File: config.mk
export PLATFORM = sky130hd
export DESIGN_NAME = icache_refill_ctrl
export DESIGN_NICKNAME = d
export VERILOG_FILES = /design/src/rtl/icache_refill_ctrl.sv
export SDC_FILE = /design/constraint.sdc
export NUM_CORES = 1
export LEC_CHECK = 0
export CAP_MARGIN = 20
export CORE_MARGIN = 1.5
export CORE_UTILIZATION = 40
export DETAILED_ROUTE_END_ITERATION = 10
export DONT_BUFFER_PORTS = 1
export GPL_ROUTABILITY_DRIVEN = 1
export PLACE_DENSITY = 0.54
export SLEW_MARGIN = 20
export SYNTH_ARGS = -nofsm -noshare
export SYNTH_HDL_FRONTEND = slang
export SYNTH_SLANG_ARGS = --single-unit
export TNS_END_PERCENT = 50
File: constraint.sdc
create_clock -name clk -period 4.58 [get_ports clk]
set_input_delay 0.687 -clock clk [delete_from_list [all_inputs] [get_ports clk]]
set_output_delay 0.687 -clock clk [all_outputs]
set_load 0.01 [all_outputs]
File: src/rtl/icache_refill_ctrl.sv
// Miss handler and line refill sequencer for a direct-mapped instruction code memory.
// Optional miss counter output enabled by defining ICACHE_MISS_CNT_EN.
module icache_refill_ctrl #(
    parameter int LINE_WORDS = 4,
    parameter int NUM_LINES  = 64,
    parameter int ADDR_W     = 32
) (
    input  logic              clk,
    input  logic              rst_n,
    input  logic              fetch_valid,
    input  logic [ADDR_W-1:0] fetch_address,
    output logic              fetch_stall,
    output logic              misaligned_err,
    input  logic              flush,
    output logic              mem_req,
    output logic [ADDR_W-1:0] mem_addr,
    input  logic              mem_gnt,
    input  logic              mem_rvalid,
    input  logic [31:0]       mem_rdata,
    output logic              refill_we,
    output logic [ADDR_W-1:0] refill_address,
    output logic [31:0]       refill_data,
    output logic              busy
`ifdef ICACHE_MISS_CNT_EN
    ,
    output logic [31:0]       miss_count
`endif
);

    localparam int OFF    = $clog2(LINE_WORDS * 4);
    localparam int IDX    = $clog2(NUM_LINES);
    localparam int WW     = $clog2(LINE_WORDS);
    localparam int LINE_W = ADDR_W - OFF;
    localparam int TAG_W  = ADDR_W - OFF - IDX;
    localparam logic [WW-1:0] LAST_BEAT = WW'(LINE_WORDS - 1);

    typedef enum logic [1:0] {IDLE, REQ, FILL, COMMIT} state_t;

    state_t              state_reg;
    logic [NUM_LINES-1:0] valid_reg;
    logic [TAG_W-1:0]    tag_ram [NUM_LINES];
    logic [LINE_W-1:0]   line_reg;
    logic [WW-1:0]       cnt_reg;
    logic                flush_pend_reg;

    logic [IDX-1:0]      fetch_index;
    logic [TAG_W-1:0]    fetch_tag;
    logic                misaligned;
    logic                hit;
    logic                unused_offset;

    assign fetch_index   = fetch_address[OFF+IDX-1:OFF];
    assign fetch_tag     = fetch_address[ADDR_W-1:OFF+IDX];
    assign misaligned    = |fetch_address[1:0];
    assign hit           = valid_reg[fetch_index] && (tag_ram[fetch_index] == fetch_tag);
    assign unused_offset = &{1'b0, fetch_address[OFF-1:2]};

    assign busy        = (state_reg != IDLE);
    assign fetch_stall = busy | (fetch_valid & ~hit & ~misaligned);

    // The line register holds {tag, index} of the miss for the whole refill,
    // so the CPU may wander on fetch_address while stalled.
    always_ff @(posedge clk) begin
        if (!rst_n) begin
            state_reg      <= IDLE;
            valid_reg      <= '0;
            cnt_reg        <= '0;
            flush_pend_reg <= 1'b0;
            line_reg       <= '0;
            mem_req        <= 1'b0;
            mem_addr       <= '0;
            refill_we      <= 1'b0;
            refill_address <= '0;
            refill_data    <= '0;
            misaligned_err <= 1'b0;
        end else begin
            refill_we      <= 1'b0;
            misaligned_err <= 1'b0;
            case (state_reg)
                IDLE: begin
                    if (flush) begin
                        valid_reg <= '0;
                    end
                    if (fetch_valid && misaligned) begin
                        misaligned_err <= 1'b1;
                    end else if (fetch_valid && !hit) begin
                        line_reg  <= fetch_address[ADDR_W-1:OFF];
                        mem_addr  <= {fetch_address[ADDR_W-1:OFF], {OFF{1'b0}}};
                        mem_req   <= 1'b1;
                        state_reg <= REQ;
                    end
                end
                REQ: begin
                    if (flush) begin
                        flush_pend_reg <= 1'b1;
                    end
                    if (mem_gnt) begin
                        mem_req   <= 1'b0;
                        state_reg <= FILL;
                    end
                end
                FILL: begin
                    if (flush) begin
                        flush_pend_reg <= 1'b1;
                    end
                    if (mem_rvalid) begin
                        refill_we      <= 1'b1;
                        refill_address <= {line_reg, cnt_reg, 2'b00};
                        refill_data    <= mem_rdata;
                        if (cnt_reg == LAST_BEAT) begin
                            cnt_reg   <= '0;
                            state_reg <= COMMIT;
                        end else begin
                            cnt_reg <= cnt_reg + 1'b1;
                        end
                    end
                end
                COMMIT: begin
                    // A flush seen at any point of the refill wins over the new line.
                    if (flush_pend_reg || flush) begin
                        valid_reg <= '0;
                    end else begin
                        valid_reg[line_reg[IDX-1:0]] <= 1'b1;
                    end
                    flush_pend_reg <= 1'b0;
                    state_reg      <= IDLE;
                end
                default: state_reg <= IDLE;
            endcase
        end
    end

    always_ff @(posedge clk) begin
        if (rst_n && state_reg == COMMIT) begin
            tag_ram[line_reg[IDX-1:0]] <= line_reg[LINE_W-1:IDX];
        end
    end

`ifdef ICACHE_MISS_CNT_EN
    logic [31:0] miss_count_reg;

    always_ff @(posedge clk) begin
        if (!rst_n) begin
            miss_count_reg <= '0;
        end else if (flush) begin
            miss_count_reg <= '0;
        end else if (state_reg == IDLE && fetch_valid && !misaligned && !hit
                     && miss_count_reg != 32'hFFFF_FFFF) begin
            miss_count_reg <= miss_count_reg + 32'd1;
        end
    end

    assign miss_count = miss_count_reg;
`endif

endmodule

==> flow_metrics.tcl, run 1 <==
set metrics [dict create \
    whs_path_depth 2 \
    finalCritPeriodShare_pct 109 \
    min_from "fetch_address[18]" \
    critPathLaunchType "input pin" \
    ys_types 72 \
    r2r_slack_ns 0.83 \
    min_to "line_reg[14]" \
    power_mw 30.7 \
    peakVddDrop_v 0.000413 \
    seq_power_share_pct 51.8 \
    slew_headroom_pct 3.79 \
    min_period_ns 5.00 \
    antenna_found_initial 18 \
    ys_seq_area_share_pct 74.9 \
    nFillCells 12637 \
    synth_cells 3150 \
    grt_pass1_vias 31816 \
    placed_cell_area_mm2 0.0640 \
    synth-xor-area-share_pct 0.231 \
    io_pins 171 \
    synthTopCellsByArea "edfxtp_1 70%, mux4_2 14%, dfxtp_1 5.3%" \
    coreArea_mm2 0.150 \
    hold_violations 0 \
    firstDrtPassIters 5 \
    fp.dieW_um 393 \
    reg2reg_from "tag_ram[23][6]" \
    hpwl_um 103000 \
    p_leak_nw 22.5 \
    syn_to_final_growth_pct 15.0 \
    cts_inserted_buffers 165 \
    grt_overflow 0 \
    arrival_ns 4.31 \
    critical_path_class "input pin to output port" \
    synth_top_area_share_pct 69.6 \
    switchingPower_mw 6.70 \
    synth_largest_area_cell "edfxtp_1" \
    clock_tree.root_cell "clkbuf_16" \
    reg2reg_depth 15 \
    cp.required_ns 3.89 \
    clk_pin_slew_worst_paths_ns 0.06 \
    fp-row-count 142 \
    layout.nets 3444 \
    worstMarginPinSlew_ns 1.44 \
    crit_fanout 217 \
    synthArstFlopShare_pct 0 \
    p_comb_share_pct 5.2 \
    clk_latency_ns 0.81 \
    rsz0062_at_grt "true" \
    die_area_mm2 0.154 \
    clock_power_share_pct 43.0 \
    die_y_um 393 \
    stdcell_area_mm2 0.0699 \
    worst_slack_ns -0.416 \
    drc_errors 0 \
    via_per_inst 5.85 \
    cp-end-kind "output port" \
    syn_area_mm2 0.0608 \
    violations "negative setup slack" \
    synth_area_per_cell_um2 19.3 \
    synthSimpleGateAreaFrac_pct 3.92 \
    io_buffers 0 \
    wl_per_cell_um 32.3 \
    synth_most_common_cell "edfxtp_1" \
    hold_path_class "input pin to flip-flop" \
    synth_edf_count 1408 \
    ant_nets 0 \
    synth_ff_type "edfxtp_1" \
    synth_top_family_by_area "multiplexers" \
    tns_ns -0.416 \
    synth_mux_area_share_pct 15.4 \
    p_int_mw 24.0 \
    synth_fa_ha_area_share_pct 0.103 \
    status "finished with violations" \
    grt_max_degree 321 \
    place_ws_ns -0.308 \
    synth_compound_area_share_pct 3.60 \
    vias 32352 \
    rr_endpoint "line_reg[13]" \
    netlist_top_cells_count "1408 x edfxtp_1, 366 x mux4_2, 261 x nand2_1, 175 x nor2_1, 162 x dfxtp_1" \
    clockBufferDepth 3 \
    track_usage_pct 23.1 \
    slew_violations 0 \
    start_util_pct 40.4 \
    p_sw_share_pct 21.8 \
    fin_util_pct 46.5 \
    p_per_area_mw_per_mm2 439 \
    clock.fmax_ghz 0.200 \
    finalSetupViolCount 1 \
    cts-htree-levels 4 \
    drv_cap 0 \
    largest_reg_flops 1408 \
    ys_ff_latch 1570 \
    ys.warnings.count 0 \
    grt_pass1_wl_um 246000 \
    clock-skew-final_ns 0.0448 \
    place.gp.congestion 0.879 \
    wirelength_um 179000 \
    cts_tree "yes" \
    drtIter0Drc 4493 \
    drive_gt1_share_pct 25.9 \
    cts.sink_count 1570 \
]
how the worst max path moves through the flow:
| stage | start | to |
|---|---|---|
| after detailed placement | fetch_address[4] | fetch_stall |
| after global placement | fetch_address[4] | fetch_stall |
| after floorplan | fetch_address[4] | fetch_stall |
| after CTS | tag_ram[45][5] | fetch_stall |
| final | fetch_address[5] | fetch_stall |
| after global routing | fetch_address[4] | fetch_stall |
cell families after synthesis:
kind of cell,after synthesis
flops,1570
simple gates,551
mux,479
compound gates,329
buf+inv,199
xor+xnor,16
fa+ha+maj,5
other cells,1
cell usage in the layout, fill, tap and decap left out, drive strengths merged, types with 8 or more instances in the layout:
master	instances
a31oi	9
clkinv	63
a221oi	8
a21oi	97
dlygate4sd3	42
dfxtp	162
and2	8
a22oi	42
mux4	366
o22ai	29
a32oi	8
edfxtp	1408
buf	191
a211oi	10
inv	19
nor2	175
xnor2	10
o21ai	23
nand2	261
nor2b	21
nand3	22
nand4	9
nor3	10
clkbuf	222
bufinv	12
a21boi	65
mux2i	107
diode	9
through the flow:
step                      hold WS [ns]  std cells
after floorplan                  0.431       3155
after global placement           0.442       5174
after detailed placement         0.455       5174
after CTS                     0.000148       5524
after global routing            0.0336       5527
final                           0.0601       5533
power by group through the flow:
| stage | Clock [mW] | Sequential [mW] | Combinational, mW |
|---|---|---|---|
| 2_1_floorplan | 0 | 16.2 | 1.02 |
| 3_3_place_gp | 0 | 16.2 | 1.46 |
| 3_5_place_dp | 0 | 16.2 | 1.51 |
| 4_1_cts | 13.4 | 15.9 | 1.56 |
| 5_1_grt | 14.0 | 15.9 | 1.66 |
| 6_report | 13.2 | 15.9 | 1.59 |
critical path: stages:
cell and delay, ns:
mux4_2 0.95, mux2i_1 0.25, mux2i_1 0.12, buf_4 0.17
a31oi_1 0.19, buf_4 0.15, o21ai_0 0.10, xnor2_1 0.15
nand4_1 0.18, nor4_4 0.30, buf_6 0.17, o21ai_2 0.07
buf_6 0.13
final cells by class:
| cell class | count | area (um2) | area share [%] |
|---|---|---|---|
| timing repair buffer | 233 | 1970 | 2.83 |
| inverter | 13 | 51.3 | 0.0734 |
| antenna | 9 | 22.5 | 0.0322 |
| sequential | 1570 | 45600 | 65.2 |
| clock inverter | 84 | 856 | 1.22 |
| clock buffer | 222 | 4510 | 6.45 |
| multi-input combinational | 1386 | 14400 | 20.6 |
| tap | 2016 | 2520 | 3.61 |
what timing repair did:
action | in CTS | in global routing
hold endpoints to repair | 50 | 0
gates resized for setup | 8 | 4
hold buffers | 42 | 0
setup buffers | 2 | 0
endpoints found under the setup margin | 1 | 1
pin swaps | 5 | 2
layer usage:
layer,vias up,routed length [um],part of all wire (%),global-route usage [%]
li1,13173,-,-,-
met1,17352,73800,41,32.7
met2,1588,84500,47,36.3
met3,231,16600,9.3,4.96
met4,8,4020,2.2,6.04
met5,-,57,0.032,0
Power figures use the tool's default switching activity.
==> run 2, diff against run 1 <==
--- a/config.mk
+++ b/config.mk
@@ -7,11 +7,11 @@
 export LEC_CHECK = 0
 export CAP_MARGIN = 20
 export CORE_MARGIN = 1.5
-export CORE_UTILIZATION = 40
+export CORE_UTILIZATION = 63
 export DETAILED_ROUTE_END_ITERATION = 10
 export DONT_BUFFER_PORTS = 1
 export GPL_ROUTABILITY_DRIVEN = 1
-export PLACE_DENSITY = 0.54
+export PLACE_DENSITY = 0.79
 export SLEW_MARGIN = 20
 export SYNTH_ARGS = -nofsm -noshare
 export SYNTH_HDL_FRONTEND = slang
==> run 2 against run 1 <==
- the run now ends clean
- die area shrank 36%
- register-to-register slack lost 0.17 ns
- cell count shrank 16%
==> flow_metrics.tcl, run 2 (synthesized netlist as in run 1, its figures left out) <==
set metrics [dict create \
    status "complete, no violations" \
    fp-row-count 113 \
    place.gp.congestion 0.939 \
    r2r_slack_ns 0.66 \
    syn_to_final_growth_pct 11.3 \
    tns_ns 0 \
    hold_path_class "input pin to flip-flop" \
    arrival_ns 3.86 \
    wl_per_cell_um 36.5 \
    finalSetupViolCount 0 \
    fp.dieW_um 314 \
    grt_pass1_wl_um 239000 \
    cts-htree-levels 4 \
    cp.required_ns 3.89 \
    critical_path_class "input pin to output port" \
    slew_headroom_pct 26.6 \
    finalCritPeriodShare_pct 99.3 \
    drive_gt1_share_pct 25.0 \
    clk_pin_slew_worst_paths_ns 0.06 \
    cp-end-kind "output port" \
    wirelength_um 170000 \
    min_period_ns 4.55 \
    io_buffers 0 \
    peakVddDrop_v 0.000267 \
    layout.nets 3347 \
    startpoint "fetch_address[4]" \
    clock.fmax_ghz 0.220 \
    drv_cap 0 \
    start_util_pct 63.8 \
    hold_violations 0 \
    worstMarginPinSlew_ns 1.07 \
    hpwl_um 92700 \
    cts_tree "yes" \
    clock-skew-final_ns 0.0414 \
    die_y_um 314 \
    io_pins 171 \
    ant_nets 0 \
    grt_pass1_vias 33203 \
    firstDrtPassIters 7 \
    rr_endpoint "line_reg[17]" \
    reg2reg_depth 13 \
    clock_tree.root_cell "clkbuf_16" \
    drc_errors 0 \
    rsz0062_at_grt "false" \
    antenna_found_initial 11 \
    grt_max_degree 321 \
    final_cell_mix "1408 x edfxtp_1, 366 x mux4_2, 260 x nand2_1" \
    placed_cell_area_mm2 0.0627 \
    min_from "fetch_address[20]" \
    whs_path_depth 2 \
    clockBufferDepth 3 \
    track_usage_pct 34.9 \
    stdcell_area_mm2 0.0676 \
    crit_fanout 282 \
    fin_util_pct 70.9 \
    critPathLaunchType "input pin" \
    drtIter0Drc 5889 \
    cts_inserted_buffers 153 \
    reg2reg_from "tag_ram[61][6]" \
    coreArea_mm2 0.0953 \
    p_per_area_mw_per_mm2 436 \
    vias 33737 \
    ctsHoldBuffers 0 \
    p_leak_nw 21.8 \
    cts.sink_count 1570 \
    slew_violations 0 \
    die_area_mm2 0.0983 \
    final_common_cell "edfxtp_1" \
    min_to "line_reg[16]" \
    clk_latency_ns 0.77 \
    largest_reg_flops 1408 \
    via_per_inst 7.24 \
    grt_overflow 0 \
]
-- run 2: repair_timing --
item	4_1_cts	5_1_grt
endpoints found under the setup margin	1	1
hold endpoints to repair	0	0
setup buffers	1	0
gates resized for setup	6	13
pin swaps	1	5
-- run 2: power breakdown --
group	switching (mW)	leakage, nW	total, mW	internal [mW]
registers	0.232	14.4	16.0	15.7
logic	0.872	5.11	1.45	0.573
clock network	5.24	2.32	12.1	6.82
total	6.35	21.8	29.5	23.1
-- run 2: worst max-delay path by stage --
stage,end,slack [ns],cells after the start
after floorplan,fetch_stall,0.50,14
after global placement,fetch_stall,0.14,9
after detailed placement,fetch_stall,0.07,8
after CTS,fetch_stall,0.05,9
after global routing,fetch_stall,0.003,9
final,fetch_stall,0.03,9
-- run 2: area by class of cell --
cell class	count	area (um2)
Antenna cell	6	15.0
Clock buffer	205	4220
Clock inverter	69	544
Fill cell	5352	27700
Inverter	13	48.8
Multi-Input combinational cell	1386	14500
Sequential cell	1570	45600
Tap cell	1265	1580
Timing Repair Buffer	148	1160
-- run 2: metrics by stage --
stage                     total power, mW  setup WS [ns]  std cells  hold slack, ns
after floorplan                      17.2          0.497       3155           0.431
after global placement               17.5          0.139       4381           0.443
after detailed placement             17.6         0.0670       4381           0.453
after CTS                            29.5         0.0518       4656          0.0189
after global routing                 30.1        0.00297       4659          0.0439
final                                29.5         0.0300       4662          0.0519
-- run 2: worst max-delay path, cell delays in order --
cell and delay [ns]:
mux4_2 0.66, mux4_2 0.50, o2111ai_1 0.37, nand2_1 0.14
xor2_1 0.17, or4_4 0.45, nor4_4 0.32, buf_6 0.17
o21ai_2 0.09
-- run 2: metal layers --
| metal | up-vias | track usage (%) | wire [um] |
|---|---|---|---|
| li1 | 12935 | - | - |
| met1 | 17100 | 46.4 | 56200 |
| met2 | 3146 | 52.9 | 78600 |
| met3 | 544 | 12.0 | 26800 |
| met4 | 12 | 15.5 | 8740 |
| met5 | - | 1.11 | 80 |
